**config.mk**
```make
export PLATFORM = sky130hd
export DESIGN_NAME = decode_stage
export DESIGN_NICKNAME = d
export VERILOG_FILES = /design/src/rtl/makina_isa_pkg.sv /design/src/rtl/decode_core.sv /design/src/rtl/decode_stage.sv
export SDC_FILE = /design/constraint.sdc
export NUM_CORES = 1
export LEC_CHECK = 0
export CAP_MARGIN = 25
export CORE_UTILIZATION = 51
export DETAILED_ROUTE_END_ITERATION = 10
export PLACE_DENSITY = 0.88
export SYNTH_ARGS = -nofsm -noshare
export SYNTH_HDL_FRONTEND = slang
export SYNTH_SLANG_ARGS = --single-unit
export TNS_END_PERCENT = 100
```
**constraint.sdc**
```tcl
create_clock -name clk -period 2.7 [get_ports clk]
set_clock_uncertainty 0.05 [all_clocks]
set_input_delay 0.81 -clock clk [delete_from_list [all_inputs] [get_ports clk]]
set_output_delay 0.81 -clock clk [all_outputs]
set_load 0.05 [all_outputs]
```
**src/rtl/makina_isa_pkg.sv**
```systemverilog
// ISA constants and the decoded-bundle type shared by the decode stage and its core.
package makina_isa_pkg;

  // Instruction class codes, taken from instr[15:14]
  localparam logic [1:0] CLS_MEM = 2'b00;
  localparam logic [1:0] CLS_ALU = 2'b01;
  localparam logic [1:0] CLS_JMP = 2'b10;
  localparam logic [1:0] CLS_EXT = 2'b11;

  localparam logic [4:0] ALU_ADD = 5'b00000;
  localparam logic [4:0] ALU_IMM = 5'b01010;
  localparam logic [2:0] JMP_NOP = 3'b111;

  // Widest prefix payload; the raw immediate is {prefix, 7-bit field} at most.
  // The stage resizes this raw value to XLEN, so the struct is XLEN-independent.
  localparam int PFX_W_MAX = 13;
  localparam int IMM_RAW_W = PFX_W_MAX + 7;

  typedef enum logic {
    ST_IDLE     = 1'b0,
    ST_PFX_HELD = 1'b1
  } pfx_state_e;

  typedef struct packed {
    logic [1:0]           instr_class;
    logic [4:0]           alu_ctrl;
    logic [2:0]           reg_dst;
    logic [2:0]           reg_rs1;
    logic [2:0]           reg_rs2;
    logic [IMM_RAW_W-1:0] imm_raw;
    logic                 reg_write;
    logic                 alu_src_imm;
    logic                 mem_write;
    logic                 wb_sel;
    logic [2:0]           jump_ctrl;
    logic                 illegal;
  } decode_bundle_t;

  // All-controls-off bundle: zeros everywhere except "no jump"
  function automatic decode_bundle_t bundle_default();
    decode_bundle_t b;
    b           = '0;
    b.jump_ctrl = JMP_NOP;
    return b;
  endfunction

endpackage

```
**src/rtl/decode_core.sv**
```systemverilog
// Combinational field decoder. Applies a held prefix to memory and ALU_IMM
// immediates and reports prefix instructions and illegal encodings/sequences.
module decode_core
  import makina_isa_pkg::*;
#(
  parameter int PFX_W = 13
) (
  input  logic [15:0]      i_instr,
  input  logic             i_pfx_valid,
  input  logic [PFX_W-1:0] i_pfx_reg,
  output decode_bundle_t   o_bundle,
  output logic             o_is_pfx,
  output logic             o_illegal
);

  logic [PFX_W_MAX-1:0] w_pfx_ext;
  logic                 w_uses_pfx;
  logic                 w_bad_enc;

  assign w_pfx_ext = PFX_W_MAX'(i_pfx_reg);

  // Decode fields by class; a held prefix only merges into memory / ALU_IMM immediates
  always_comb begin
    o_bundle             = bundle_default();
    o_bundle.instr_class = i_instr[15:14];
    o_is_pfx             = 1'b0;
    w_uses_pfx           = 1'b0;
    w_bad_enc            = 1'b0;
    case (i_instr[15:14])
      CLS_MEM: begin
        w_uses_pfx           = 1'b1;
        o_bundle.reg_dst     = i_instr[12:10];
        o_bundle.reg_rs1     = i_instr[9:7];
        o_bundle.alu_ctrl    = ALU_ADD;
        o_bundle.alu_src_imm = 1'b1;
        o_bundle.imm_raw     = i_pfx_valid ? {w_pfx_ext, i_instr[6:0]}
                                           : {{PFX_W_MAX{1'b0}}, i_instr[6:0]};
        if (i_instr[13]) begin
          o_bundle.mem_write = 1'b1;
          o_bundle.reg_rs2   = i_instr[12:10];
        end else begin
          o_bundle.reg_write = 1'b1;
          o_bundle.wb_sel    = 1'b1;
        end
      end
      CLS_ALU: begin
        o_bundle.alu_ctrl  = i_instr[13:9];
        o_bundle.reg_dst   = i_instr[8:6];
        o_bundle.reg_rs1   = i_instr[5:3];
        o_bundle.reg_rs2   = i_instr[2:0];
        o_bundle.reg_write = 1'b1;
        if (i_instr[13:9] == ALU_IMM) begin
          w_uses_pfx           = 1'b1;
          o_bundle.alu_src_imm = 1'b1;
          o_bundle.imm_raw     = i_pfx_valid ? {1'b0, w_pfx_ext, i_instr[5:0]}
                                             : {{(PFX_W_MAX+1){1'b0}}, i_instr[5:0]};
        end
      end
      CLS_JMP: begin
        if (i_instr[13:11] != JMP_NOP) begin
          o_bundle.jump_ctrl = i_instr[13:11];
          o_bundle.reg_rs1   = i_instr[10:8];
          o_bundle.reg_rs2   = i_instr[7:5];
        end
      end
      default: begin
        if (i_instr[13]) w_bad_enc = 1'b1;
        else             o_is_pfx  = 1'b1;
      end
    endcase
    // A prefix followed by anything that cannot absorb it is a bad sequence
    o_illegal = w_bad_enc || (i_pfx_valid && !w_uses_pfx && !o_is_pfx);
  end

endmodule

```
**src/rtl/decode_stage.sv**
```systemverilog
// Registered decode stage with a valid/ready output register, a prefix
// register that widens the next immediate, illegal flagging and flush.
//
// Handshake: an input transfer happens on a rising edge where in_valid and
// in_ready are both high; an output transfer where out_valid and out_ready are
// both high. in_ready = !out_valid || out_ready and never looks at in_valid.
// A valid bundle is held unchanged until it transfers.
module decode_stage
  import makina_isa_pkg::*;
#(
  parameter int XLEN  = 16,  // at least 16
  parameter int PFX_W = 13   // 1..13
) (
  input  logic            clk,
  input  logic            rst_n,
  input  logic            flush,
  input  logic            in_valid,
  output logic            in_ready,
  input  logic [15:0]     instr,
  output logic            out_valid,
  input  logic            out_ready,
  output logic [4:0]      alu_ctrl,
  output logic [2:0]      reg_dst,
  output logic [2:0]      reg_rs1,
  output logic [2:0]      reg_rs2,
  output logic [XLEN-1:0] imm_se,
  output logic            reg_write,
  output logic            alu_src_imm,
  output logic            mem_write,
  output logic            reg_write_back_sel,
  output logic [2:0]      jump_ctrl,
  output logic [1:0]      instr_class,
  output logic            illegal,
  output logic            o_dbg_state
);

  pfx_state_e       r_state;
  pfx_state_e       w_state_nxt;
  logic [PFX_W-1:0] r_pfx_reg;
  logic             r_out_valid;
  decode_bundle_t   r_bundle;
  decode_bundle_t   w_bundle;
  decode_bundle_t   w_emit;
  logic             w_pfx_valid;
  logic             w_is_pfx;
  logic             w_illegal;
  logic             w_in_fire;
  logic             w_out_fire;
  logic             w_emit_fire;

  assign in_ready    = !r_out_valid || out_ready;
  assign w_in_fire   = in_valid && in_ready;
  assign w_out_fire  = r_out_valid && out_ready;
  assign w_emit_fire = w_in_fire && !w_is_pfx && !flush;
  assign w_pfx_valid = (r_state == ST_PFX_HELD);

  decode_core #(
    .PFX_W(PFX_W)
  ) u_core (
    .i_instr    (instr),
    .i_pfx_valid(w_pfx_valid),
    .i_pfx_reg  (r_pfx_reg),
    .o_bundle   (w_bundle),
    .o_is_pfx   (w_is_pfx),
    .o_illegal  (w_illegal)
  );

  // Merge the sequence/encoding verdict into the bundle that gets registered
  always_comb begin
    w_emit         = w_bundle;
    w_emit.illegal = w_illegal;
  end

  // Prefix FSM next state: flush wins, otherwise each accepted instruction decides
  always_comb begin
    w_state_nxt = r_state;
    if (flush) begin
      w_state_nxt = ST_IDLE;
    end else if (w_in_fire) begin
      w_state_nxt = w_is_pfx ? ST_PFX_HELD : ST_IDLE;
    end
  end

  // Prefix FSM state register
  always_ff @(posedge clk or negedge rst_n) begin
    if (!rst_n) r_state <= ST_IDLE;
    else        r_state <= w_state_nxt;
  end

  // Prefix payload: loaded by PFX, cleared once any other instruction consumes or discards it
  always_ff @(posedge clk or negedge rst_n) begin
    if (!rst_n) begin
      r_pfx_reg <= '0;
    end else if (flush) begin
      r_pfx_reg <= '0;
    end else if (w_in_fire) begin
      r_pfx_reg <= w_is_pfx ? instr[PFX_W-1:0] : '0;
    end
  end

  // Output valid: set by an emitting accept, cleared by drain or flush
  always_ff @(posedge clk or negedge rst_n) begin
    if (!rst_n) begin
      r_out_valid <= 1'b0;
    end else if (flush) begin
      r_out_valid <= 1'b0;
    end else if (w_emit_fire) begin
      r_out_valid <= 1'b1;
    end else if (w_out_fire) begin
      r_out_valid <= 1'b0;
    end
  end

  // Bundle register: only written by an emitting accept, so it holds under backpressure
  always_ff @(posedge clk or negedge rst_n) begin
    if (!rst_n)           r_bundle <= bundle_default();
    else if (w_emit_fire) r_bundle <= w_emit;
  end

  assign out_valid          = r_out_valid;
  assign alu_ctrl           = r_bundle.alu_ctrl;
  assign reg_dst            = r_bundle.reg_dst;
  assign reg_rs1            = r_bundle.reg_rs1;
  assign reg_rs2            = r_bundle.reg_rs2;
  assign imm_se             = XLEN'(r_bundle.imm_raw);
  assign reg_write          = r_bundle.reg_write;
  assign alu_src_imm        = r_bundle.alu_src_imm;
  assign mem_write          = r_bundle.mem_write;
  assign reg_write_back_sel = r_bundle.wb_sel;
  assign jump_ctrl          = r_bundle.jump_ctrl;
  assign instr_class        = r_bundle.instr_class;
  assign illegal            = r_bundle.illegal;
  assign o_dbg_state        = r_state;

endmodule

```
# Word level (Yosys, flattened, before mapping)
# Cells that the tools add are included.
[op_classes]
mux = 26
n_reduce_logical = 16
eq_ne = 4
[ops]
columns = ["operator", "count"]
rows = [
  ["16-bit 2-to-1 mux", 3],
  ["18-bit case mux with 2 select lines", 1],
  ["10-bit 2-to-1 mux", 3],
  ["6-bit case mux with 3 select lines", 1],
  ["8-bit case mux with 2 select lines", 1],
  ["1-bit 2-to-1 mux", 11],
  ["3-bit 2-to-1 mux", 3],
  ["1-bit logical AND", 6],
  ["6-bit 2-to-1 mux", 1],
  ["5-bit by 4-bit equality test with 1-bit output (second input constant)", 1],
  ["1-bit logical NOT", 4],
  ["3-bit inequality test (second input constant)", 1],
  ["3-bit nonzero test", 1],
  ["3-bit OR reduction", 1],
  ["2-bit by 1-bit equality test with 1-bit output (second input constant)", 1],
  ["2-bit equality test (second input constant)", 1],
  ["2-bit logical NOT", 1],
  ["1-bit logical OR", 2],
  ["2-bit 2-to-1 mux", 1],
  ["1-bit case mux with 2 select lines", 1],
  ["2-bit nonzero test", 1],
]
[word_totals]
ff_bits = 52
elab_cells = 61
input_bits = 21
out_inout_bits = 43

# Depth between registers and ports, before layout
[depth]
word_depth = 8
ltp_mapped = 7
mapped_depth_nobuf = 5

# By module
# From an unflattened synthesis, not the netlist that was laid out.
[hier_totals]
cells_unflattened = 230
area_unflattened_um2 = 3062.9
[by_module_without_submodules]
columns = ["module", "n_inst", "area_per_inst_um2", "seq_area_each_um2", "cells_each"]
rows = [
  ["decode_stage", 1, 2253.4, 1380.1, 122],
  ["decode_core", 1, 809.5, 0.0, 108],
]

# Worst setup path before layout
# OpenSTA, ideal clock, no wires.
[synth_timing]
kind = "in2reg"
startpoint = "input port out_ready"
endpoint = "register r_bundle (netlist bit imm_se[10])"
n_path_buf = 1
arrival_time_ns = 1.814
setup_ns = 0.126
required_ns = 2.524
path_slack_ns = 0.710
cell_stages = 6
path_cell_list = "nor2b_4 > inv_2 > and3_4 > buf_6 > and3_1 > a221o_1"
[synth_between]
elab_chain_cells = 4
[synth_rtl]
columns = ["item", "line_no", "source"]
rows = [
  ["start: declaration", "decode_stage.sv:21", "input logic out_ready,"],
  ["1-bit logical OR", "decode_stage.sv:51", "assign in_ready = !r_out_valid || out_ready;"],
  ["net in_ready", "decode_stage.sv:18", "output logic in_ready,"],
  ["1-bit logical AND", "decode_stage.sv:52", "assign w_in_fire = in_valid && in_ready;"],
  ["1-bit logical AND (2 in series)", "decode_stage.sv:54", "assign w_emit_fire = w_in_fire && !w_is_pfx && !flush;"],
  ["end signal: assignment", "decode_stage.sv:116", "if (!rst_n) r_bundle <= bundle_default();"],
  ["end signal: assignment", "decode_stage.sv:117", "else if (w_emit_fire) r_bundle <= w_emit;"],
  ["end: declaration", "decode_stage.sv:41", "decode_bundle_t r_bundle;"],
]
# The timed path passes the listed nets, and every way through them passes these cells.
# A chain may end at the register's enable or synchronous reset.

# Final worst setup path
[layout_timing]
startpoint = "register r_bundle (netlist bit jump_ctrl[0])"
endpoint = "output port jump_ctrl[0]"
[layout_lines]
columns = ["item", "line_no", "source"]
rows = [
  ["end: declaration", "decode_stage.sv:31", "output logic [2:0] jump_ctrl,"],
]
# No word-level cell between the ends.

==> impl_metrics.yaml <==
critical_path:
  rr_worst_depth: 5
  critPathCaptureType: "output pin"
  path_buf_inv: 1
  cp_top_family: "buffers and inverters"
  r2r_start: "out_valid$_DFFE_PN0P_"
  crit_path_max_incr_delay_ps: 800
  arrival_ps: 1650
  cp_data_required_time_ps: 1840
  reg2reg_slack_ps: 1070
  cp_max_fo: 2
  crit_slowest_cell: "clkdlybuf4s50_1"
  r2r-end: "imm_se[13]$_DFFE_PN0P_"
  cp-start-kind: "flip-flop"
  critPathKind: "reg -> out"
  cp_cell_sequence: "clkdlybuf4s50_1"
grt:
  grt_max_degree: 53
  grt_pass1_wl_um: 9850
  grt_pass1_vias: 1988
  antenna_found_initial: 0
  grt.total_usage: 0.260
  gr-total-overflow: 0
finish:
  nets: 299
  regArea_sq_um: 1310
  largest_reg_flops: 16
  multi_input_area_sq_um: 937
  drive_gt1_frac: 0.129
  area_delta_synth_final_pct: 36.1
  fill_cells: 338
  antenna_cells: 0
routing:
  first_pass_iters: 4
  vias: 2012
  drt-initial-drc-count: 245
  wire_per_inst_um: 17.9
  avgViaCountPerCell: 6.08
  finalWirelength_um: 5910
  remaining_drc_errors: 0
  antenna_left: 0
yosys:
  syn-cell-area_sq_um: 2340
  synth_commonest_cells: "49 x dfrtp_1, 21 x nand2_1, 16 x nor2_1, 11 x a22oi_1"
  yosys_warnings: 0
  ys_async_sr_fraction: 1.00
  synth_edf_count: 0
  synth_top_flop_cell: "dfrtp_1"
  synth_nets: 230
  yosys.area.top_type: "dfrtp_1"
  syn_area_per_cell_sq_um: 11.2
  yosys-top-cells-area: "dfrtp_1 52%, a221o_1 3.8%, a22oi_1 3.5%, dfstp_2 3.4%, nand2_1 3.4%"
  post-synth-top-count-cell: "dfrtp_1"
  yosysTopAreaCellShare: 0.523
  ys_types: 42
  synth_seq_area_share: 0.557
  syn_inst: 209
  ys_ff_latch: 52
run_status:
  status: "finished clean"
cts:
  htreeDepth: 2
  clock-sinks: 52
  clkLatencyLatePin_ps: 310
  clockBufferDepth: 2
  cts_tree: "yes"
  cts_buffers: 5
  clkTransAtPathRegs_ps: 90
  holdBufCountCts: 0
  root_buffer: "clkbuf_8"
  cts_setup_buffers: 0
power:
  ir_drop_uv: 410
  power_switching_mw: 0.685
  switching_share: 0.340
  seqPwrFrac: 0.442
  p_clk_frac: 0.267
  p_int_mw: 1.33
  powerDensity_nw_per_um2: 632
  power.leakage_nw: 1.46
  power_frac_comb: 0.291
floorplanning:
  die-area_sq_um: 4870
  ios: 64
  die_w_um: 69.8
  core_sq_um: 4380
  die_h_um: 69.8
  start_util: 0.535
  row_count: 24
flow_run:
  cap_violations: 0
timing:
  setup_violations: 0
  whs_ps: 431
  grt_setup_unrepaired: "no"
  min_period_ps: 2510
  drv_slew: 0
  hold_viol: 0
  fmax_mhz: 398
  fin_crit_sh: 0.930
  final.setup.tns_ps: 0
  maxSlewHeadroom: 0.575
  worstMarginPinSlew_ps: 637
worst_hold_path:
  min_path_type: "reg -> reg"
  hold_end: "jump_ctrl[0]$_DFFE_PN1P_"
  min_from: "jump_ctrl[0]$_DFFE_PN1P_"
  hold_depth: 2
place:
  gp_congestion: 0.847
  port_buffers: 63
  dp_hpwl_um: 4220
## placed cells by master, fill, tap and decap left out, drive strengths merged, types with 2 or more instances in the layout
| master | synthesis | final |
|---|---|---|
| clkdlybuf4s50 | 0 | 60 |
| dfrtp | 49 | 49 |
| nand2 | 21 | 21 |
| buf | 11 | 17 |
| nor2 | 16 | 16 |
| o21ai | 13 | 13 |
| a22oi | 11 | 11 |
| and3 | 10 | 10 |
| a221o | 9 | 9 |
| a22o | 8 | 8 |
| a21oi | 7 | 7 |
| a32o | 5 | 5 |
| clkbuf | 5 | 5 |
| mux2i | 4 | 4 |
| nor2b | 4 | 4 |
| o31ai | 3 | 3 |
| o2bb2ai | 3 | 3 |
| dfstp | 3 | 3 |
| and2b | 2 | 2 |
| nand3 | 2 | 2 |
| nand2b | 2 | 2 |
| a31oi | 2 | 2 |
| and3b | 2 | 2 |
| a221oi | 2 | 2 |
| a21o | 2 | 2 |
| inv | 2 | 2 |
| nor3 | 2 | 2 |
## worst reg2reg max path: stages (launching register included)
cell     delay, ps
dfrtp_1        380
nor2b_4        130
buf_4          150
nor3_2         170
and4_1         470
a221o_1        220
## power by group through the flow
stage / clock (mW) / combinational, mW / sequential [mW]
2_1_floorplan: 0 / 0.127 / 1.13
3_3_place_gp: 0 / 0.579 / 0.903
3_5_place_dp: 0 / 0.588 / 0.905
4_1_cts: 0.544 / 0.591 / 0.891
5_1_grt: 0.580 / 0.618 / 0.900
6_report: 0.539 / 0.588 / 0.891
## layer usage
layer,wire [um],part of all wire,track usage
met1,2530,0.43,0.346
met5,0,0,0
met3,422,0.071,0.0552
met4,172,0.029,0.111
met2,2790,0.47,0.412
## worst max path at each step
| stage | start | endpoint | depth (start not counted) | slack, ps |
|---|---|---|---|---|
| after CTS | o_dbg_state$_DFFE_PN0P_ | o_dbg_state | 1 | 60 |
| after floorplan | out_ready | imm_se[10]$_DFFE_PN0P_ | 6 | 710 |
| after global routing | jump_ctrl[0]$_DFFE_PN1P_ | jump_ctrl[0] | 1 | 160 |
| after detailed placement | instr[13] | imm_se[6]$_DFFE_PN0P_ | 6 | 180 |
| after global placement | out_ready | in_ready | 4 | 220 |
| final | jump_ctrl[0]$_DFFE_PN1P_ | jump_ctrl[0] | 1 | 190 |
## cell families (layout without fill, tap and decap cells)
| group | Yosys count | count (layout) | share of synthesized area |
|---|---|---|---|
| and+or+nand+nor | 66 | 66 | 0.152 |
| DFF | 52 | 52 | 0.557 |
| muxes | 5 | 5 | 0.0219 |
| AOI/OAI and AO/OA | 68 | 68 | 0.226 |
| buffers and inverters | 18 | 88 | 0.0432 |
## area by class of cell
cell class,count,area share
repair buffers,78,0.239
multi-input cells,139,0.294
clock buffers,5,0.0216
clock inverters,3,0.0133
inverters,2,0.00235
flip-flops and latches,52,0.409
well taps,52,0.0204
## what timing repair did
action,in CTS,in global routing
resized for setup,0,1
endpoints found under the setup margin,0,1
endpoints found under the hold margin,0,0
## metrics by stage
step,setup slack (ps),util,instance area [sq um],cells,power (mW)
6_report,188,0.727,3190,331,2.02
5_1_grt,159,0.727,3190,331,2.10
4_1_cts,56.2,0.727,3190,331,2.03
3_5_place_dp,184,0.701,3080,323,1.49
3_3_place_gp,222,0.701,3080,323,1.48
2_1_floorplan,710,-,2340,209,1.26
(Power assumes the default switching activity.)
